===== src/rtl/fifo_pkg.sv =====
// Shared helpers for the flex_fifo family: pointer wrap arithmetic and
// level-signal sizing that works for any depth, power of two or not.
package fifo_pkg;

    // Next pointer value, wrapping from depth-1 back to 0 without ever
    // visiting values >= depth.
    function automatic int unsigned wrap_inc(input int unsigned ptr, input int unsigned depth);
        if (ptr >= depth - 1)
            return 0;
        else
            return ptr + 1;
    endfunction

    // Width needed to represent a level in 0..depth inclusive.
    function automatic int level_w(input int depth);
        return $clog2(depth + 1);
    endfunction

endpackage


===== src/rtl/dvr_if.sv =====
// Data/valid/ready stream bundle. The slave side receives data, the
// master side produces it.
interface dvr_if #(
    parameter int W = 8
) ();
    logic [W-1:0] data;
    logic         vld;
    logic         rdy;

    modport slave  (input data, input vld, output rdy);
    modport master (output data, output vld, input rdy);
endinterface


===== src/rtl/flex_fifo_wrap_ctr.sv =====
// Modulo-DEPTH pointer with synchronous clear; clear wins over increment.
module wrap_ctr
    import fifo_pkg::*;
#(
    parameter int DEPTH = 4,
    localparam int PW   = (DEPTH > 1) ? $clog2(DEPTH) : 1
) (
    input  logic          clk,
    input  logic          rst_n,
    input  logic          inc,
    input  logic          clr,
    output logic [PW-1:0] ptr
);

    logic [PW-1:0] ptr_q;
    logic [PW-1:0] ptr_d;

    // Next pointer: clear, wrap-aware increment, or hold.
    always_comb begin
        ptr_d = ptr_q;
        if (clr)
            ptr_d = '0;
        else if (inc)
            ptr_d = PW'(wrap_inc(32'(ptr_q), DEPTH));
    end

    // Pointer register.
    always_ff @(posedge clk or negedge rst_n) begin
        if (!rst_n)
            ptr_q <= '0;
        else
            ptr_q <= ptr_d;
    end

    assign ptr = ptr_q;

endmodule


===== src/rtl/flex_fifo.sv =====
// Single-clock first-word-fall-through FIFO with arbitrary depth,
// programmable almost-full/almost-empty flags, synchronous flush and a
// high-water-mark of the fill level. All status outputs derive from
// registered state, so neither write.vld nor read.rdy reaches an output
// combinationally.
module flex_fifo
    import fifo_pkg::*;
#(
    parameter int  DATA_WIDTH = 8,
    parameter int  FIFO_DEPTH = 4,
    localparam int LW         = level_w(FIFO_DEPTH),
    localparam int PW         = (FIFO_DEPTH > 1) ? $clog2(FIFO_DEPTH) : 1
) (
    input  logic          clk,
    input  logic          rst_n,
    dvr_if.slave          write,
    dvr_if.master         read,
    input  logic          flush,
    input  logic [LW-1:0] af_thresh,
    input  logic [LW-1:0] ae_thresh,
    output logic [LW-1:0] fill_level,
    output logic          full,
    output logic          empty,
    output logic          almost_full,
    output logic          almost_empty,
    output logic [LW-1:0] peak_level
);

    logic [DATA_WIDTH-1:0] mem [FIFO_DEPTH];

    logic [PW-1:0] wr_ptr;
    logic [PW-1:0] rd_ptr;
    logic [LW-1:0] count_q, count_d;
    logic [LW-1:0] peak_q, peak_d;
    logic          wr_en;
    logic          rd_en;

    assign full  = (count_q == LW'(FIFO_DEPTH));
    assign empty = (count_q == '0);

    // A handshake in the flush cycle is dropped entirely.
    assign wr_en = write.vld && !full  && !flush;
    assign rd_en = read.rdy  && !empty && !flush;

    assign write.rdy = !full;
    assign read.vld  = !empty;
    assign read.data = mem[rd_ptr];

    wrap_ctr #(.DEPTH(FIFO_DEPTH)) u_wr_ptr (
        .clk   (clk),
        .rst_n (rst_n),
        .inc   (wr_en),
        .clr   (flush),
        .ptr   (wr_ptr)
    );

    wrap_ctr #(.DEPTH(FIFO_DEPTH)) u_rd_ptr (
        .clk   (clk),
        .rst_n (rst_n),
        .inc   (rd_en),
        .clr   (flush),
        .ptr   (rd_ptr)
    );

    // Storage is write-only on accept and deliberately has no reset.
    always_ff @(posedge clk) begin
        if (wr_en)
            mem[wr_ptr] <= write.data;
    end

    // Next fill count and peak; flush overrides both.
    always_comb begin
        count_d = count_q;
        peak_d  = peak_q;
        case ({wr_en, rd_en})
            2'b10:   count_d = count_q + LW'(1);
            2'b01:   count_d = count_q - LW'(1);
            default: count_d = count_q;
        endcase
        if (count_d > peak_q)
            peak_d = count_d;
        if (flush) begin
            count_d = '0;
            peak_d  = '0;
        end
    end

    // Fill count and high-water-mark registers.
    always_ff @(posedge clk or negedge rst_n) begin
        if (!rst_n) begin
            count_q <= '0;
            peak_q  <= '0;
        end else begin
            count_q <= count_d;
            peak_q  <= peak_d;
        end
    end

    assign fill_level   = count_q;
    assign peak_level   = peak_q;
    assign almost_full  = (count_q >= af_thresh);
    assign almost_empty = (count_q <= ae_thresh);

endmodule


===== src/flat_wrapper.sv =====
// flat-port wrapper written by rule: the top's interface ports become plain ports
module flex_fifo_flat import fifo_pkg::*;
#(
    parameter int  DATA_WIDTH = 8,
    parameter int  FIFO_DEPTH = 4,
    localparam int LW         = level_w(FIFO_DEPTH),
    localparam int PW         = (FIFO_DEPTH > 1) ? $clog2(FIFO_DEPTH) : 1
)
  (clk, rst_n, flush, af_thresh, ae_thresh, fill_level, full, empty, almost_full, almost_empty, peak_level, write_data, write_vld, write_rdy, read_data, read_vld, read_rdy);
  dvr_if #(.W((8))) write_i ();
  dvr_if #(.W((8))) read_i ();
  input  logic clk;
  input  logic rst_n;
  input  logic flush;
  input  logic [LW-1:0] af_thresh;
  input  logic [LW-1:0] ae_thresh;
  output logic [LW-1:0] fill_level;
  output logic full;
  output logic empty;
  output logic almost_full;
  output logic almost_empty;
  output logic [LW-1:0] peak_level;
  input wire logic [$bits(write_i.data)-1:0] write_data;
  input wire logic [$bits(write_i.vld)-1:0] write_vld;
  output wire logic [$bits(write_i.rdy)-1:0] write_rdy;
  output wire logic [$bits(read_i.data)-1:0] read_data;
  output wire logic [$bits(read_i.vld)-1:0] read_vld;
  input wire logic [$bits(read_i.rdy)-1:0] read_rdy;
  assign write_i.data = write_data;
  assign write_i.vld = write_vld;
  assign write_rdy = write_i.rdy;
  assign read_data = read_i.data;
  assign read_vld = read_i.vld;
  assign read_i.rdy = read_rdy;
  flex_fifo #(.DATA_WIDTH(DATA_WIDTH), .FIFO_DEPTH(FIFO_DEPTH)) u_core (.clk(clk), .rst_n(rst_n), .write(write_i), .read(read_i), .flush(flush), .af_thresh(af_thresh), .ae_thresh(ae_thresh), .fill_level(fill_level), .full(full), .empty(empty), .almost_full(almost_full), .almost_empty(almost_empty), .peak_level(peak_level));
endmodule

===== config.mk =====
export PLATFORM = sky130hd
export DESIGN_NAME = flex_fifo_flat
export DESIGN_NICKNAME = d
export VERILOG_FILES = /design/src/rtl/fifo_pkg.sv /design/src/rtl/dvr_if.sv /design/src/rtl/flex_fifo_wrap_ctr.sv /design/src/rtl/flex_fifo.sv /design/src/flat_wrapper.sv
export SDC_FILE = /design/constraint.sdc
export NUM_CORES = 1
export LEC_CHECK = 0
export ABC_AREA = 1
export CAP_MARGIN = 20
export CORE_UTILIZATION = 56
export DETAILED_ROUTE_END_ITERATION = 10
export HOLD_SLACK_MARGIN = 0.02
export PLACE_DENSITY = 0.84
export SYNTH_ARGS = -nofsm -noshare
export SYNTH_HDL_FRONTEND = slang
export SYNTH_SLANG_ARGS = --single-unit

===== constraint.sdc =====
create_clock -name clk -period 6.7 [get_ports clk]
set_input_delay 1.34 -clock clk [delete_from_list [all_inputs] [get_ports clk]]
set_output_delay 1.34 -clock clk [all_outputs]
set_load 0.02 [all_outputs]

; Word-level counts from Yosys, hierarchy flattened
; Memories as Yosys holds them, arrays and structs flattened.
; Cells that the tools add are included.
[classes]
shift = 0
addsub = 4
div = 0
n_eq_ne = 3
order_cmp = 5
bitwise_logic = 0
n_reduce_logical = 11
mul = 0
n_mux = 12
[ops]
columns = cell, count
row1 = 2-bit 2-to-1 mux, 6
row2 = 3-bit 2-to-1 mux, 3
row3 = 3-bit one-hot mux with 2 select lines, 1
row4 = 2-bit nonzero test, 3
row5 = 2-bit by 1-bit adder with 2-bit output (second input constant), 2
row6 = 2-bit greater-or-equal comparator (second input constant), 2
row7 = 1-bit logical AND, 4
row8 = 3-bit by 1-bit adder with 3-bit output (second input constant), 1
row9 = 3-bit == test (second input constant), 1
row10 = 3-bit greater-or-equal comparator, 1
row11 = 3-bit greater-than comparator, 1
row12 = 3-bit <= comparator, 1
row13 = 1-bit logical NOT, 3
row14 = 3-bit logical NOT, 1
row15 = 3-bit by 1-bit subtractor with 3-bit output (second input constant), 1
row16 = 2-bit by 1-bit == test with 1-bit output (second input constant), 1
row17 = 2-bit == test (second input constant), 1
row18 = 1-bit 2-to-1 mux, 2
[word_totals]
word_cells = 40
mem_count = 1
ramBits = 32
rom_bits = 0
output_inout_bits = 20
latch_bits = 0
in_bits = 19
regBits = 10
[memory_table]
columns = memory, depth, word_bits, rd, rd_ports_with_merged_regs, wr, line_no
row1 = u_core.mem, 4, 8, 1, 0, 1, flex_fifo.sv:29  ; logic [DATA_WIDTH-1:0] mem [FIFO_DEPTH];

; Depth between registers and ports, before layout
[depth]
word_depth = 9
depth_mapped = 18
mapped_depth_nobuf = 18

; Modules after synthesis
; From an unflattened synthesis, not the netlist that was laid out.
[unflattened]
hier_cells = 185
hier_area_um2 = 1991.9
[by_module_without_submodules]
columns = module, cells_each, seq_area_each_um2, n_inst, area_each_um2
row1 = flex_fifo, 161, 1111.1, 1, 1791.7
row2 = wrap_ctr, 12, 50.0, 2, 100.1

; Least setup slack after synthesis
; OpenSTA, ideal clock, no wires.
[synth_timing]
path_kind = in2out
startpoint = in af_thresh[2]
endpoint = out almost_full
required_time_ns = 5.360
stages = 4
setup_slack_ns = 3.276
arrival_ns = 2.084
n_path_buf = 0
cell_sequence = inv_1 > ha_1 > nand2_1 > o211ai_1
[synth_via]
elab_chain_len = 1
[synth_lines]
columns = element, line_no
row1 = "start, declared", flat_wrapper.sv:15  ; input logic [LW-1:0] af_thresh;
row2 = 3-bit greater-or-equal comparator, flex_fifo.sv:101  ; assign almost_full = (count_q >= af_thresh);
row3 = "end, declared", flat_wrapper.sv:20  ; output logic almost_full;
; Every way passes these cells.

; Worst setup path after layout
[layout_timing]
startpoint = in ae_thresh[2]
endpoint = out almost_empty
[layout_via]
elab_chain_len = 1
[layout_lines]
columns = element, line_no
row1 = "start, declared", flat_wrapper.sv:16  ; input logic [LW-1:0] ae_thresh;
row2 = 3-bit <= comparator, flex_fifo.sv:102  ; assign almost_empty = (count_q <= ae_thresh);
row3 = "end, declared", flat_wrapper.sv:21  ; output logic almost_empty;
; Every way passes these cells.

==> flow_summary.toml <==
[sta]
max_slew_margin_pct = 42.2
setup_violations = 0
fin_setup_tns_ns = 0
hold_viol_final = 0
tightest_slew_ns = 0.864
fmax_mhz = 227
finalClockSkew_ns = 0.00383
maxSlewViolCount = 0
fin_crit_sh_pct = 65.8
fin_hold_ws_ns = 0.550
rsz0062_at_grt = "no"
period_needed_ns = 4.41

[global_route]
grt_busiest_layer = "met2"
grt_max_degree = 20
track_usage_pct = 21.5
grt_overflow = 0
use_met2_pct = 36.8
antenna_found_initial = 0
grt_util_met3_pct = 6.07
grt_pass1_vias = 1394
use_met1_pct = 26.0
grt_pass1_wl_mm = 6.44

[clock_tree]
h-tree-depth = 2
cts_tree = "yes"
cts_setup_buffers = 0
cts.sink_count = 42
cts_buffers = 5
cts-root-buf = "clkbuf_8"
cts_hold_buf = 0
clk_pin_slew_worst_paths_ns = 0.07
clk_path_buf_depth = 2
post_cts_resized = 0
clkLatencyLatePin_ns = 0.29

[power_and_ir_drop]
leakage_nw = 1.09
vdd.ir_drop.worst_uv = 241
power.density_nw_per_um2 = 266

[yosys]
synth_seq_cells = 42
synth_nets = 221
avgSynthCellArea_sq_um = 11.6
synth_top_area_share_pct = 44.6
synth-main-ff-cell = "edfxtp_1"
synth_area_leader_cell = "edfxtp_1"
synthMostInstantiatedCell = "edfxtp_1"
synth_area_sq_um = 2150
synth_common_cells = "32 x edfxtp_1, 22 x nand2_1, 19 x inv_1"
ys_async_sr_fraction_pct = 23.8
yosysWarnings = 0
yosys.cell_types.count = 28
synth_area_leaders = "edfxtp_1 45%, dfrtp_1 12%, ha_1 8.7%"
synth-edff-count = 32
ys_seq_area_share_pct = 56.2
synthCells = 186

[worst_setup_path]
worst_setup_path_end_kind = "primary output"
required_ns = 5.36
cp_max_fo = 3
critPathKind = "input pin to primary output"
cp.depth = 7
cp_cell_sequence = "clkdlybuf4s50_1, inv_1, ha_1, a21oi_1, o21ai_0, nand2_1, clkdlybuf4s50_1"
slowest_stage = "clkdlybuf4s50_1"
max_stage_delay_ns = 0.61
reg2reg_depth = 15
path_buf_inv = 3
cp-start-kind = "input pin"
path_common_cell = "clkdlybuf4s50_1"
critPathTopFamily = "buffers and inverters"
cp_data_arrival_time_ns = 3.07

[run]
max_cap_violations = 0

[outcome]
status = "finished clean"

[cells_and_area]
n_antenna_cell = 0
nets = 263
syn_to_final_growth_pct = 23.8
multi_input_area_sq_um = 806
layout-drive-gt1-share_pct = 19.2
fill_cells = 258
seqCellArea_sq_um = 1210

[floorplan]
rows = 22
die_h_um = 64.0
core_area_sq_um = 3690
fp.dieW_um = 64.0
die_area_sq_um = 4100
start_util_pct = 58.4
ios = 39

[detailed_routing]
drt_wl_total_mm = 3.97
drc = 0
firstDrtPassIters = 4
vias = 1468
drtIter0Drc = 52
wl_per_cell_um = 14.3
ant_nets = 0
routed_via_density = 5.30

[placed_design]
hpwl_mm = 2.86
gp_congestion = 0.863
port_buffers = 38

[worst_hold_path]
hold_class = "flop to flop"
whs_path_depth = 2
==> cells in the final DEF, fill, tap and decap left out, types with 5 or more instances in the layout <==
cell type	netlist	final
clkbuf_8	0	5
o22ai_2	9	9
nand3_1	8	8
dfrtp_1	10	10
inv_2	6	6
nor2_1	14	14
edfxtp_1	32	32
nand2_1	22	22
clkdlybuf4s50_1	0	38
o21ai_0	14	14
inv_1	19	19
nor2_2	10	10
ha_1	15	15
==> registers in the layout, summed over array words and instances (netlist names) <==
signal,cells
u_core.fill_level,3
u_core.mem,32
u_core.peak_level,3
u_core.u_rd_ptr.ptr,2
u_core.u_wr_ptr.ptr,2
==> where the power goes <==
| group | leakage, nW | internal [W] | switching (W) |
|---|---|---|---|
| combinational | 0.605 | 0.0000919 | 0.000114 |
| clock | 0.0579 | 0.000110 | 0.0000818 |
| sequential | 0.427 | 0.000296 | 0.0000154 |
| total | 1.09 | 0.000497 | 0.000211 |
==> worst paths after layout <==
path | startpoint | endpoint | slack [ns]
hold reg to reg | u_core.peak_level[0] | u_core.peak_level[0] | 0.55
setup / recovery | ae_thresh[2] | almost_empty | 2.29
min in group asynchronous | rst_n | u_core.peak_level[0] | 1.37
setup reg to reg | u_core.fill_level[1] | u_core.peak_level[2] | 3.93
hold / removal | u_core.peak_level[0] | u_core.peak_level[0] | 0.55
max in group asynchronous | rst_n | u_core.fill_level[2] | 5.00
==> layer usage <==
metal / wire length [um] / share of wire, %
met5: 0 / 0
met1: 1710 / 43
met3: 181 / 4.6
met4: 40 / 1.0
met2: 2040 / 51
==> layout make-up <==
class	instances	share of cell area, %
Tap cell	48	2.25
Timing Repair Buffer	38	14.3
Sequential cell	42	45.4
Clock buffer	5	2.58
Clock inverter	3	1.50
Inverter	26	3.75
Multi-Input combinational cell	115	30.2
==> through the flow <==
stage          instance area (sq um)  util (%)  power, W  worst slack (ns)  std cells
2_1_floorplan                   2150         -  0.000453              3.28        186
3_3_place_gp                    2560      69.3  0.000518              2.36        269
3_5_place_dp                    2560      69.3  0.000523              2.28        269
4_1_cts                         2670      72.3  0.000712              2.28        277
5_1_grt                         2670      72.3  0.000746              2.21        277
6_report                        2670      72.3  0.000708              2.29        277
==> cell families after synthesis <==
logic type      share of synthesized area, %
simple gates                            15.3
xor+xnor                               0.407
flops                                   56.2
buf+inv                                 6.39
fa+ha+maj                               9.64
compound gates                          12.1
==> worst register-to-register path, stage by stage, from the launching register on <==
cell and delay (ns):
dfrtp_1 0.51, inv_2 0.11, nand3_4 0.09, nand3_2 0.15
ha_1 0.27, fa_1 0.41, nand2_1 0.10, nand3_1 0.08
nand2_1 0.07, nand2_1 0.09, ha_1 0.31, nand2_2 0.12
nor2_2 0.05, o21bai_2 0.19, nand3_1 0.07, nand2_1 0.06
(Power assumes the default switching activity.)
